`config.mk`:
```
export PLATFORM = sky130hd
export DESIGN_NAME = parity_serial_tx
export DESIGN_NICKNAME = d
export VERILOG_FILES = /design/src/rtl/parity_serial_tx.sv
export SDC_FILE = /design/constraint.sdc
export NUM_CORES = 1
export LEC_CHECK = 0
export ABC_AREA = 1
export BUFFER_PORTS_ARGS = -buffer_cell sky130_fd_sc_hd__buf_4
export CAP_MARGIN = 30
export CORE_MARGIN = 3
export CORE_UTILIZATION = 45
export DETAILED_ROUTE_END_ITERATION = 10
export GPL_ROUTABILITY_DRIVEN = 0
export PLACE_DENSITY = 0.65
export SYNTH_ARGS = -nofsm -noshare
export SYNTH_HDL_FRONTEND = slang
export SYNTH_SLANG_ARGS = --single-unit
```
`constraint.sdc`:
```
create_clock -name clk -period 2.3 [get_ports clk]
set_clock_uncertainty 0.2 [all_clocks]
set_input_delay 0.23 -clock clk [delete_from_list [all_inputs] [get_ports clk]]
set_output_delay 0.23 -clock clk [all_outputs]
set_load 0.01 [all_outputs]
```
`src/rtl/parity_serial_tx.sv`:
```
// Frames a parallel word onto a serial line: start bit, data LSB first,
// parity bit, stop bit. The line idles high.
module parity_serial_tx #(
  parameter int DATA_W       = 8,
  parameter int CLKS_PER_BIT = 4,
  parameter int PARITY_ODD   = 0
) (
  input  logic              clk,
  input  logic              rst_n,
  input  logic              in_valid,
  input  logic [DATA_W-1:0] in_data,
  output logic              in_ready,
  output logic              tx_bit,
  output logic              tx_active,
  output logic              tx_done
);

  localparam int CNT_W = (CLKS_PER_BIT > 1) ? $clog2(CLKS_PER_BIT) : 1;
  localparam int BIT_W = (DATA_W > 1) ? $clog2(DATA_W) : 1;
  localparam logic [CNT_W-1:0] CNT_LAST = CNT_W'(CLKS_PER_BIT - 1);
  localparam logic [BIT_W-1:0] BIT_LAST = BIT_W'(DATA_W - 1);

  typedef enum logic [2:0] {
    ST_IDLE   = 3'd0,
    ST_START  = 3'd1,
    ST_DATA   = 3'd2,
    ST_PARITY = 3'd3,
    ST_STOP   = 3'd4
  } state_t;

  function automatic logic parity_of(input logic [DATA_W-1:0] word, input logic odd);
    parity_of = odd ? ~^word : ^word;
  endfunction

  state_t            state_r, state_s;
  logic [CNT_W-1:0]  cnt_r, cnt_s;
  logic [BIT_W-1:0]  bit_cnt_r, bit_cnt_s;
  logic [DATA_W-1:0] shift_r, shift_s;
  logic              parity_r, parity_s;
  logic              tx_bit_r, tx_bit_s;
  logic              tx_active_r, tx_active_s;
  logic              tx_done_r, tx_done_s;
  logic              period_end_s;

  // State, datapath and registered line outputs.
  always_ff @(posedge clk or negedge rst_n) begin
    if (!rst_n) begin
      state_r     <= ST_IDLE;
      cnt_r       <= {CNT_W{1'b0}};
      bit_cnt_r   <= {BIT_W{1'b0}};
      shift_r     <= {DATA_W{1'b0}};
      parity_r    <= 1'b0;
      tx_bit_r    <= 1'b1;
      tx_active_r <= 1'b0;
      tx_done_r   <= 1'b0;
    end else begin
      state_r     <= state_s;
      cnt_r       <= cnt_s;
      bit_cnt_r   <= bit_cnt_s;
      shift_r     <= shift_s;
      parity_r    <= parity_s;
      tx_bit_r    <= tx_bit_s;
      tx_active_r <= tx_active_s;
      tx_done_r   <= tx_done_s;
    end
  end

  // Next-state, counters and next values of the registered outputs.
  always_comb begin
    state_s      = state_r;
    cnt_s        = cnt_r;
    bit_cnt_s    = bit_cnt_r;
    shift_s      = shift_r;
    parity_s     = parity_r;
    tx_bit_s     = 1'b1;
    period_end_s = (cnt_r == CNT_LAST);

    // The cycle counter only runs inside a frame and wraps at each bit period.
    if (state_r == ST_IDLE) begin
      cnt_s = {CNT_W{1'b0}};
    end else if (period_end_s) begin
      cnt_s = {CNT_W{1'b0}};
    end else begin
      cnt_s = cnt_r + CNT_W'(1);
    end

    case (state_r)
      ST_IDLE: begin
        if (in_valid) begin
          state_s  = ST_START;
          shift_s  = in_data;
          parity_s = parity_of(in_data, PARITY_ODD != 0);
        end else begin
          state_s = ST_IDLE;
        end
      end
      ST_START: begin
        if (period_end_s) begin
          state_s   = ST_DATA;
          bit_cnt_s = {BIT_W{1'b0}};
        end else begin
          state_s = ST_START;
        end
      end
      ST_DATA: begin
        if (!period_end_s) begin
          state_s = ST_DATA;
        end else if (bit_cnt_r == BIT_LAST) begin
          state_s = ST_PARITY;
        end else begin
          state_s   = ST_DATA;
          bit_cnt_s = bit_cnt_r + BIT_W'(1);
          shift_s   = shift_r >> 1;
        end
      end
      ST_PARITY: begin
        if (period_end_s) begin
          state_s = ST_STOP;
        end else begin
          state_s = ST_PARITY;
        end
      end
      ST_STOP: begin
        if (period_end_s) begin
          state_s = ST_IDLE;
        end else begin
          state_s = ST_STOP;
        end
      end
      default: begin
        state_s = ST_IDLE;
      end
    endcase

    // Outputs are derived from the next state so they land in the same cycle as the state.
    case (state_s)
      ST_IDLE:   tx_bit_s = 1'b1;
      ST_START:  tx_bit_s = 1'b0;
      ST_DATA:   tx_bit_s = shift_s[0];
      ST_PARITY: tx_bit_s = parity_s;
      ST_STOP:   tx_bit_s = 1'b1;
      default:   tx_bit_s = 1'b1;
    endcase

    tx_active_s = (state_s != ST_IDLE);
    tx_done_s   = (state_r == ST_STOP) && (state_s == ST_IDLE);
  end

  assign in_ready  = rst_n && (state_r == ST_IDLE);
  assign tx_bit    = tx_bit_r;
  assign tx_active = tx_active_r;
  assign tx_done   = tx_done_r;

endmodule

```
Word-level counts from Yosys, hierarchy flattened
Cells that the tools add are included.
{"block": "classes", "addsub": 2, "eq_ne": 13, "n_mux": 20, "n_reduce_logical": 10}
{"cell": "$mux W8", "count": 3}
{"cell": "$pmux W8 S2", "count": 1}
{"cell": "$mux W3", "count": 5}
{"cell": "$pmux W3 S5", "count": 1}
{"cell": "$eq A3 B2 Y1 const B", "count": 4}
{"cell": "$ne A2 B2 Y1 const B", "count": 4}
{"cell": "$reduce_and A4 Y1", "count": 2}
{"cell": "$reduce_xor A8 Y1", "count": 1}
{"cell": "$eq A3 B1 Y1 const B", "count": 2}
{"cell": "$eq A3 B3 Y1 const B", "count": 2}
{"cell": "$logic_not A3 Y1", "count": 2}
{"cell": "$mux W2", "count": 3}
{"cell": "$pmux W3 S2", "count": 1}
{"cell": "$mux W1", "count": 5}
{"cell": "$reduce_bool A2 Y1", "count": 2}
{"cell": "$add A3 B1 Y3 const B", "count": 1}
{"cell": "$pmux W1 S3", "count": 1}
{"cell": "$reduce_bool A3 Y1", "count": 1}
{"cell": "$add A2 B1 Y2 const B", "count": 1}
{"cell": "$eq A2 B2 Y1 const B", "count": 1}
{"cell": "$logic_and A1 B1 Y1", "count": 2}
{"block": "totals", "ff_bits": 20, "in_bits": 11, "out_inout_bits": 4, "word_cells": 54}

Logic depth before layout (Yosys ltp)
Gate-level depths: netlist (run 1).
{"block": "depth", "ltp_word": 6, "mapped_depth": 11}

Worst setup path after synthesis (run 1)
No wires, ideal clock.
{"block": "synth_path", "kind": "flip-flop to flip-flop", "from": "register bit_cnt_r[0]", "to": "register tx_bit_r (netlist: tx_bit)", "setup_ns": 0.080, "arrival_ns": 1.408, "required_ns": 2.020, "path_slack_ns": 0.612, "stages_incl_launch_ff": 11, "n_path_buf": 0, "synth_period_minus_slack_ns": 1.688, "path_cell_list": "dfrtp_1 > ha_1 > ha_1 > inv_1 > nand2_2 > nor2_8 > nor2_4 > nand2_2 > nand3_2 > nand3_2 > nand3_2"}
{"item": "start, declared", "line_no": "37", "rtl": "logic [BIT_W-1:0] bit_cnt_r, bit_cnt_s;"}
{"item": "start signal, assigned", "line_no": "50", "rtl": "bit_cnt_r <= {BIT_W{1'b0}};"}
{"item": "start signal, assigned", "line_no": "59", "rtl": "bit_cnt_r <= bit_cnt_s;"}
{"item": "$eq A3 B3 Y1", "line_no": "108", "rtl": "end else if (bit_cnt_r == BIT_LAST) begin"}
{"item": "$mux W8", "line_no": "108"}
{"item": "$mux W8", "line_no": "106", "rtl": "if (!period_end_s) begin"}
{"item": "$pmux W8 S2", "line_no": "87", "rtl": "case (state_r)"}
{"item": "via shift_s[0]", "line_no": "38", "rtl": "logic [DATA_W-1:0] shift_r, shift_s;"}
{"item": "$pmux W1 S3", "line_no": "136", "rtl": "case (state_s)"}
{"item": "via tx_bit_s", "line_no": "40", "rtl": "logic tx_bit_r, tx_bit_s;"}
{"item": "end signal, assigned", "line_no": "62", "rtl": "tx_bit_r <= tx_bit_s;"}
{"item": "end, declared", "line_no": "40"}
The timed path passes the listed nets, and every way through them passes these cells. The select of a mux whose other input is x is not followed.
A chain may end at the register's enable or synchronous reset.

Worst setup path in the final report (run 1)
Ends and elaborated chain as after synthesis.

==> results of run 1 <==
report_power, final:
group	internal, W	switching [W]
combinational	0.000113	0.000163
clock	0.000176	0.000112
sequential	0.000405	0.0000269
total	0.000694	0.000302
cells in the final DEF (no fill, tap or decap), types with 2 or more instances in the layout:
cell type,n
dfrtp_1,19
a22oi_1,6
nand3_1,3
nand3_2,5
buf_4,14
dlygate4sd3_1,9
o21ai_0,3
o21ai_1,2
nor2_2,2
nand2_1,51
ha_1,3
nor2_1,12
inv_1,26
nor2_4,2
clkbuf_4,3
nand2_2,4
flip-flops by register name (all words and copies together), names as in the netlist:
signal     flops
tx_done        1
parity_r       1
tx_bit         1
tx_active      1
cnt_r          2
shift_r        8
state_r        3
bit_cnt_r      3
tightest hold or removal path: cells and delay by family:
family | cells | cell delay, ns
AO/OA/AOI/OAI | 1 | 0.08
AND/OR/NAND/NOR | 1 | 0.06
buffers and inverters | 1 | 0.12
repair_timing:
action | CTS | global route
endpoints found under the hold margin | 27 | 0
hold buffers | 9 | 0
gates resized for setup | 0 | 0
buffers inserted | 0 | 0
metrics by stage:
step	cells	instance area, µm²	util (%)	power (W)
global route	207	1460	61.8	0.00107
finish	207	1460	61.8	0.000996
detailed placement	194	1320	55.8	0.000705
floorplan	153	1190	-	0.000623
global placement	194	1320	55.8	0.000693
CTS	207	1460	61.8	0.00101
worst paths after layout:
| check | start | endpoint | slack, ns | cells past startpoint |
|---|---|---|---|---|
| max in group asynchronous | rst_n | tx_bit$_DFF_PN1_ | 1.51 | 2 |
| worst max-delay path | bit_cnt_r[0]$_DFFE_PN0P_ | tx_bit$_DFF_PN1_ | 0.46 | 10 |
| worst max register to register | bit_cnt_r[0]$_DFFE_PN0P_ | tx_bit$_DFF_PN1_ | 0.46 | 10 |
| worst min register to register | cnt_r[0]$_DFF_PN0_ | cnt_r[0]$_DFF_PN0_ | 0.25 | 1 |
| worst min-delay path | in_data[1] | shift_r[1]$_DFFE_PN0P_ | 0.01 | 3 |
| min in group asynchronous | rst_n | tx_active$_DFF_PN0_ | 0.12 | 2 |
metal layers:
layer / up-vias / track usage (%) / wire (µm) / part of all wire (%)
met2: 31 / 24.2 / 1130 / 47
met5: - / 0 / 0 / 0
met1: 471 / 21.4 / 1090 / 46
met3: 4 / 4.75 / 132 / 5.6
li1: 531 / - / - / -
met4: 0 / 5.30 / 29 / 1.2
cell type report:
type / count / area (µm²) / area share, %
tap: 28 / 35.0 / 2.40
clock inverter: 1 / 30.0 / 2.06
inverter: 27 / 101 / 6.94
multi-input combinational: 105 / 574 / 39.3
sequential: 20 / 502 / 34.4
clock buffer: 3 / 22.5 / 1.54
timing repair buffer: 23 / 195 / 13.4
cells by family (layout without fill, tap and decap cells):
logic type,Yosys count,after routing,synth area share [%]
adder cells (fa/ha/maj),3,3,3.16
XOR/XNOR,1,1,0.737
AO/OA/AOI/OAI,17,17,10.0
flip-flops,20,20,42.2
buffers and inverters,28,54,9.47
AND/OR/NAND/NOR,84,84,34.4
==> metrics.md, run 1 <==
| Metric | Value |
|---|---|
| Synth unique cells | 28 |
| Family with the most delay on the worst path | simple AND/OR/NAND/NOR gates |
| Worst-skew pair later-pin latency | about 0.31 ns |
| Largest net degree at the start of global routing | 22 |
| Area Overhead vs Synth | 22.8% |
| Cell mode on critical path | nand3_2 |
| Reg clk slew, reported paths | 0.11 ns |
| Fraction of layout cells with a size suffix above 1 | 20.1% |
| Max Cap Viol | 0 |
| Fin crit period | around 1.8 ns |
| Post-Place Worst Slack | 0.481 ns |
| Crit-path max FO | 9 |
| Die Span Y | roughly 57 µm |
| Hpwl dp | roughly 1.8 mm |
| Total grt overflow | 0 |
| CP cell instances | ha_1 -> ha_1 -> inv_1 -> nand2_2 -> nor2_8 -> nor2_4 -> nand2_2 -> nand3_2 -> nand3_2 -> nand3_2 |
| Synth area leader | dfrtp_1 |
| Core Area | approximately 2400 µm² |
| Post-synth top flop | dfrtp_1 |
| H-tree depth | 1 |
| DR vias/cell | approximately 5 |
| Vias in the first global route | about 930 |
| WL per Instance | about 11 µm |
| Clock Tree Root | clkbuf_4 |
| Final Hold Slack | about 0.015 ns |
| Slew margin rel. | a little under 80% |
| Clk sinks | 20 |
| Worst Setup Start Kind | flop |
| Initial core utilization | 50.3% |
| Total Wirelength | 2.37 mm |
| NumNets Final | a little under 200 |
| Kind of critical path | reg2reg |
| Crit path DAT | roughly 1.9 ns |
| Total CTS buffers | 3 |
| Status | finished clean |
| Sequential area share after synthesis | between 40 and 50% |
| Min-delay worst type | in2reg |
| GRT Total Usage | 15.9% |
| Setup TNS | 0 ns |
| Initial antenna violation count | 0 |
| Vias | between 1000 and 1500 |
| Worst path required time | roughly 2.3 ns |
| Syn nets | between 150 and 200 |
| Leak | between 0.8 and 0.9 nW |
| Maximum VDD drop | 542 µV |
| DR iter-0 viols | 28 |
| FILL cells | about 200 |
| Drt drc | 0 |
| CP Buf/Inv Count | 1 |
| Synth Register Bits | 20 |
| EDFF count, synth | 0 |
| First-pass GRT wire length | a little over 4 mm |
| Maximum clock frequency | 543 MHz |
| Mapped Area | 1190 µm² |
| RSZ-0062 raised after global routing | false |
| DIE WIDTH | ~57 µm |
| Yosys Warn Count | 0 |
| Asr flop ratio synth | 100% |
| Crit-path max cell delay | a little over 0.4 ns |
| Final worst setup slack | around 0.46 ns |
| Fin crit share | between 80% and 90% |
| CP Capture Type | flop |
| Most frequent cell after synthesis | nand2_1 |
| Max-slew violations | 0 |
| Rows | 17 |
| CTS tree | done |
| Syn avg cell area | around 7.8 µm² |
| Largest cells by area after synthesis | dfrtp_1 40%, nand2_1 16%, inv_1 8.2% |
| I/O Buffers | 14 |
| Remaining antenna violation count | 0 |
| Cells after Synth | 153 |
| Final setup violation count | 0 |
| # IOs | 15 |
| Die area | 3290 µm² |
| Slew @ Worst Pin | 0.346 ns |
| Ant. Diodes | 0 |
| Yosys top cell area share | 40.0% |
| CTS Buffer Depth | 2 |
| Pre-antenna DRT Iters | 4 |
| Final hold violation count | 0 |
| Synth cell count leaders | 51 x nand2_1, 26 x inv_1, 19 x dfrtp_1, 12 x nor2_1, 6 x a22oi_1 |
| Slowest-stage cell, CP | dfrtp_1 |
| Power Dens Cells | between 600 and 700 nW/µm² |
Note: power is estimated with default switching activity, not from simulation.
==> run 2, diff against run 1 <==
Clock period 2.3 ns to 1.75 ns, I/O delays scaled along.
==> metrics.md, run 2 (synthesized netlist as in run 1, its figures left out) <==
| Metric | Value |
|---|---|
| Status | finished clean |
| Worst Setup Start Kind | flop |
| Total CTS buffers | 3 |
| Max Cap Viol | 0 |
| Area Overhead vs Synth | 29.8% |
| Power Dens Cells | around 880 nW/µm² |
| Final hold violation count | 0 |
| Rows | 17 |
| Largest register FFs | 8 |
| Vias | between 1000 and 1500 |
| Crit path DAT | approximately 1.7 ns |
| Initial antenna violation count | 0 |
| Slowest-stage cell, CP | dfrtp_1 |
| Clk sinks | 20 |
| Pre-antenna DRT Iters | 4 |
| Cell mode on critical path | nand3_2 |
| Die area | ~3300 µm² |
| GRT Total Usage | about 17% |
| Clock Tree Root | clkbuf_4 |
| Largest registers | shift_r: 8 flops, bit_cnt_r: 3 flops, state_r: 3 flops |
| Reg clk slew, reported paths | 0.12 ns |
| Sequential Area | 502 µm² |
| DR vias/cell | 4.84 |
| DR iter-0 viols | 31 |
| Final worst setup slack | between 0.06 and 0.07 ns |
| CTS Buffer Depth | 2 |
| Die Span Y | between 50 and 60 µm |
| Largest net degree at the start of global routing | 21 |
| Initial core utilization | 50.3% |
| Max-slew violations | 0 |
| Leading cell type in the layout, fill and taps excluded | nand2_1 |
| CP cell instances | ha_2 -> ha_2 -> inv_2 -> nand2_4 -> nor2_8 -> nor2_4 -> nand2_2 -> nand3_2 -> nand3_2 -> nand3_2 |
| Fin crit share | a little over nine tenths |
| Crit-path max FO | 8 |
| R2R Path Start | bit_cnt_r[0]$_DFFE_PN0P_ |
| Placed Cells | a little under 200 |
| Slew margin rel. | 77.4% |
| Total Wirelength | approximately 2.6 mm |
| Slew @ Worst Pin | roughly 0.34 ns |
| R2R Setup Slk | between 0.06 and 0.07 ns |
| DIE WIDTH | roughly 57 µm |
| Core Area | ~2400 µm² |
| Leak | a little under 0.9 nW |
| NumNets Final | 203 |
| Post-route insts no fill | between 200 and 250 |
| FILL cells | slightly above 200 |
| Fin crit period | approximately 1.7 ns |
| Family with the most delay on the worst path | simple AND/OR/NAND/NOR gates |
| # IOs | 15 |
| CP Capture Type | flop |
| Commonest non-fill, non-tap cells in the layout | 51 x nand2_1, 25 x inv_1, 22 x buf_4, 19 x dfrtp_1, 12 x nor2_1 |
| I/O Buffers | 14 |
| Most flop-heavy register | shift_r |
| WL per Instance | 11.8 µm |
| Area of the multi-input gates | 587 µm² |
| Worst path required time | around 1.8 ns |
| Maximum VDD drop | 719 µV |
| H-tree depth | 1 |
| Post-Place Worst Slack | -0.0494 ns |
| Reg2reg path depth | 10 |
| RSZ-0062 raised after global routing | true |
| Reg-to-Reg End | tx_bit$_DFF_PN1_ |
| Crit-path max cell delay | approximately 0.4 ns |
| Hpwl dp | 1.90 mm |
| Kind of critical path | reg2reg |
| Ant. Diodes | 0 |
| Remaining antenna violation count | 0 |
| CTS tree | done |
| Maximum clock frequency | between 500 and 600 MHz |
| Drt drc | 0 |
| Final setup violation count | 0 |
| Vias in the first global route | ~1000 |
| First-pass GRT wire length | 4.42 mm |
| Worst-skew pair later-pin latency | 0.30 ns |
| Total grt overflow | 0 |
| Min-delay worst type | in2async |
| CP Buf/Inv Count | 1 |
| Fraction of layout cells with a size suffix above 1 | between 20% and 30% |
[run 2: changes by cell type in the layout (fill, tap and decap cells not counted)]
cell / before / now
nand2_2: 4 / 3
dlygate4sd3_1: 9 / 10
buf_4: 14 / 22
ha_1: 3 / 0
inv_2: 1 / 2
nand2_4: 0 / 1
ha_2: 0 / 3
inv_1: 26 / 25
[run 2: tightest hold or removal path: stages]
cell	delay [ns]
dlygate4sd3_1	0.53
buf_4	0.11
buf_4	0.26
[run 2: through the flow]
stage	utilization [%]	TNS [ns]	hold WS, ns	instance area [µm²]	total power, W
2_1_floorplan	-	0	-0.321	1190	0.000819
3_3_place_gp	56.8	0	-0.0304	1340	0.000920
3_5_place_dp	56.8	-0.0865	-0.0346	1340	0.000936
4_1_cts	63.5	0	0.184	1500	0.00134
5_1_grt	65.3	-0.175	0.177	1540	0.00144
6_report	65.3	0	0.174	1540	0.00135
[run 2: worst max path at each step]
| stage | start | end | slack (ns) | depth (start not counted) |
|---|---|---|---|---|
| 2_1_floorplan | bit_cnt_r[0]$_DFFE_PN0P_ | tx_bit$_DFF_PN1_ | 0.06 | 10 |
| 3_3_place_gp | bit_cnt_r[0]$_DFFE_PN0P_ | tx_bit$_DFF_PN1_ | 0.04 | 10 |
| 3_5_place_dp | bit_cnt_r[0]$_DFFE_PN0P_ | tx_bit$_DFF_PN1_ | -0.05 | 10 |
| 4_1_cts | bit_cnt_r[0]$_DFFE_PN0P_ | tx_bit$_DFF_PN1_ | 0.02 | 10 |
| 5_1_grt | bit_cnt_r[1]$_DFFE_PN0P_ | bit_cnt_r[2]$_DFFE_PN0P_ | -0.07 | 7 |
| 6_report | bit_cnt_r[0]$_DFFE_PN0P_ | tx_bit$_DFF_PN1_ | 0.07 | 10 |
[run 2: area by class of cell]
cell class                 count  area share (%)
clock buffer                   3            1.46
clock inverter                 1            1.95
inverter                      27            6.57
multi-input combinational    105            38.0
sequential                    20            32.5
tap                           28            2.27
timing repair buffer          32            17.2
[run 2: timing repair]
item | in CTS | in global routing
pin swaps | 1 | 3
buffers inserted | 1 | 4
setup endpoints to repair | 5 | 3
hold buffers | 10 | 0
hold endpoints to repair | 28 | 0
gates resized for setup | 1 | 4
[run 2: metal layers]
metal / global-route usage, % / vias to the layer above / routed length (µm)
li1: - / 552 / -
met1: 22.5 / 470 / 1220
met2: 26.9 / 21 / 1220
met3: 5.20 / 2 / 104
met4: 2.98 / 0 / 10
met5: 0 / - / 0
[run 2: power by group]
group / internal [W] / leakage [nW] / total (W) / switching (W)
clock: 0.000231 / 0.0279 / 0.000382 / 0.000151
combinational: 0.000175 / 0.614 / 0.000403 / 0.000229
sequential: 0.000533 / 0.238 / 0.000569 / 0.0000360
total: 0.000939 / 0.880 / 0.00135 / 0.000415
==> run 3, diff against run 2 <==
--- a/config.mk
+++ b/config.mk
@@ -11,6 +11,6 @@
 export CORE_MARGIN = 3
-export CORE_UTILIZATION = 45
+export CORE_UTILIZATION = 50
 export DETAILED_ROUTE_END_ITERATION = 10
 export GPL_ROUTABILITY_DRIVEN = 0
-export PLACE_DENSITY = 0.65
+export PLACE_DENSITY = 0.7
 export SYNTH_ARGS = -nofsm -noshare
==> constraint.sdc (replaced) <==
create_clock -name clk -period 1.75 [get_ports clk]
set_clock_uncertainty 0.2 [all_clocks]
set_input_delay 0.2625 -clock clk [delete_from_list [all_inputs] [get_ports clk]]
set_output_delay 0.2625 -clock clk [all_outputs]
set_load 0.01 [all_outputs]
==> metrics.md, run 3 (synthesized netlist as in run 1, its figures left out) <==
| Metric | Value |
|---|---|
| Hpwl dp | 1.75 mm |
| GRT Total Usage | about 18% |
| Final setup violation count | 0 |
| Initial core utilization | between 50% and 60% |
| H-tree depth | 1 |
| Ant. Diodes | 0 |
| Worst Setup Start Kind | flop |
| Reg-to-Reg End | tx_bit$_DFF_PN1_ |
| Min-delay worst type | in2reg |
| Reg2reg path depth | 10 |
| Crit-path max FO | 8 |
| Cell mode on critical path | nand3_2 |
| Maximum VDD drop | ~800 µV |
| Reg clk slew, reported paths | 0.11 ns |
| Area of the multi-input gates | between 500 and 600 µm² |
| Final Hold Slack | between 0.02 and 0.025 ns |
| Die area | between 2000 and 3000 µm² |
| # IOs | 15 |
| CP Buf/Inv Count | 1 |
| Total grt overflow | 0 |
| Family with the most delay on the worst path | simple AND/OR/NAND/NOR gates |
| Power Dens Cells | between 800 and 900 nW/µm² |
| Crit-path max cell delay | 0.41 ns |
| Remaining antenna violation count | 0 |
| Largest net degree at the start of global routing | 21 |
| Final hold violation count | 0 |
| Core Area | 2230 µm² |
| FILL cells | between 150 and 200 |
| Rows | 17 |
| Total CTS buffers | 3 |
| Largest registers | shift_r: 8 flops, bit_cnt_r: 3 flops, state_r: 3 flops |
| DR iter-0 viols | 23 |
| Power after layout | between 0.001 and 0.0015 W |
| I/O Buffers | 14 |
| RSZ-0062 raised after global routing | true |
| Commonest non-fill, non-tap cells in the layout | 51 x nand2_1, 25 x inv_1, 23 x buf_4, 18 x dfrtp_1, 12 x nor2_1 |
| Crit path DAT | about 1.8 ns |
| Final worst setup slack | between 0.04 and 0.05 ns |
| Hold Crit Depth | 3 |
| Largest register FFs | 8 |
| DR vias/cell | approximately 4.9 |
| Initial antenna violation count | 0 |
| Final std cell area, no fill | roughly 1500 µm² |
| CP cell instances | ha_1 -> ha_1 -> inv_2 -> nand2_4 -> nor2_8 -> nor2_4 -> nand2_2 -> nand3_2 -> nand3_2 -> nand3_2 |
| Total Wirelength | 2.32 mm |
| Vias in the first global route | 879 |
| Area Overhead vs Synth | 22.0% |
| Worst Hold Endpoint | shift_r[5]$_DFFE_PN0P_ |
| Drt drc | 0 |
| Fin crit period | about 1.7 ns |
| R2R Path Start | bit_cnt_r[0]$_DFFE_PN0P_ |
| DP Area | 1350 µm² |
| Fraction of layout cells with a size suffix above 1 | 26.7% |
| Clk sinks | 20 |
| Worst path required time | between 1.5 and 2 ns |
| DIE WIDTH | 54.8 µm |
| Pre-antenna DRT Iters | 4 |
| CTS Buffer Depth | 2 |
| Post-Place Worst Slack | -0.0419 ns |
| Leading cell type in the layout, fill and taps excluded | nand2_1 |
| Sequential Area | approximately 500 µm² |
| Vias | just over 1000 |
| CP Capture Type | flop |
| Worst Hold Launch | in_data[5] |
| Slew margin rel. | about four fifths |
| Maximum clock frequency | 586 MHz |
| CTS tree | done |
| Levels on crit path | 10 |
| NumNets Final | 195 |
| Fin crit share | a little over nine tenths |
| Die Span Y | roughly 55 µm |
| Status | finished clean |
| Max Cap Viol | 0 |
| Max-slew violations | 0 |
| WL per Instance | between 10 and 15 µm |
| Slew @ Worst Pin | 0.326 ns |
| Leak | roughly 0.85 nW |
| Slowest-stage cell, CP | dfrtp_1 |
| Kind of critical path | reg2reg |
| Clock Tree Root | clkbuf_4 |
| R2R Setup Slk | around 0.044 ns |
| Worst-skew pair later-pin latency | roughly 0.3 ns |
| First-pass GRT wire length | 3.82 mm |
| Most flop-heavy register | shift_r |
[run 3: changes by cell type in the layout (fill, tap and decap cells not counted), sizes merged]
cell	previous run	this run
buf	22	23
bufinv	1	0
clkbuf	3	4
dlygate4sd3	10	1
[run 3: per-layer routing]
layer  share of wire [%]  up-vias  wire, µm  track usage [%]
met3                 5.8        0       135             4.90
met1                  48      447      1110             25.1
met5                   0        -         0                0
met4                   0        0         0             1.24
li1                    -      533         -                -
met2                  47       29      1080             28.0
[run 3: stage by stage]
| step | TNS (ns) | utilization, % | std cells |
|---|---|---|---|
| global route | -0.0536 | 64.9 | 208 |
| CTS | 0 | 62.7 | 204 |
| global placement | 0 | 60.3 | 198 |
| finish | 0 | 64.9 | 208 |
| detailed placement | -0.0728 | 60.3 | 198 |
| floorplan | 0 | - | 153 |
[run 3: final cells by class]
class,instances,share of cell area (%)
multi-input combinational,105,40.8
sequential,20,34.7
timing repair buffer,24,12.6
inverter,27,6.99
clock buffer,4,2.50
tap,28,2.42
[run 3: repair_timing]
| action | 4_1_cts | 5_1_grt |
|---|---|---|
| hold endpoints to repair | 20 | 0 |
| gates resized for setup | 1 | 5 |
| setup buffers | 1 | 4 |
| endpoints found under the setup margin | 3 | 10 |
| hold buffers | 1 | 0 |
| pin swaps | 0 | 2 |
[run 3: power by group]
part / internal (W) / total [W] / switching, W
combinational: 0.000162 / 0.000386 / 0.000225
sequential: 0.000533 / 0.000570 / 0.0000364
clock: 0.000127 / 0.000266 / 0.000139
total: 0.000822 / 0.00122 / 0.000401
[run 3: how the worst max path moves through the flow]
stage                             start               end  slack (ns)
2_1_floorplan  bit_cnt_r[0]$_DFFE_PN0P_  tx_bit$_DFF_PN1_        0.06
3_3_place_gp   bit_cnt_r[0]$_DFFE_PN0P_  tx_bit$_DFF_PN1_        0.04
3_5_place_dp   bit_cnt_r[0]$_DFFE_PN0P_  tx_bit$_DFF_PN1_       -0.04
4_1_cts        bit_cnt_r[0]$_DFFE_PN0P_  tx_bit$_DFF_PN1_       0.007
6_report       bit_cnt_r[0]$_DFFE_PN0P_  tx_bit$_DFF_PN1_        0.04
5_1_grt        bit_cnt_r[0]$_DFFE_PN0P_  tx_bit$_DFF_PN1_       -0.04
[run 3: worst register-to-register path, delay by kind of cell (launching register included)]
family	cells	cell delay [ns]
AND/OR/NAND/NOR	7	0.56
flip-flops	1	0.41
adder cells (fa/ha/maj)	2	0.40
buffers and inverters	1	0.10
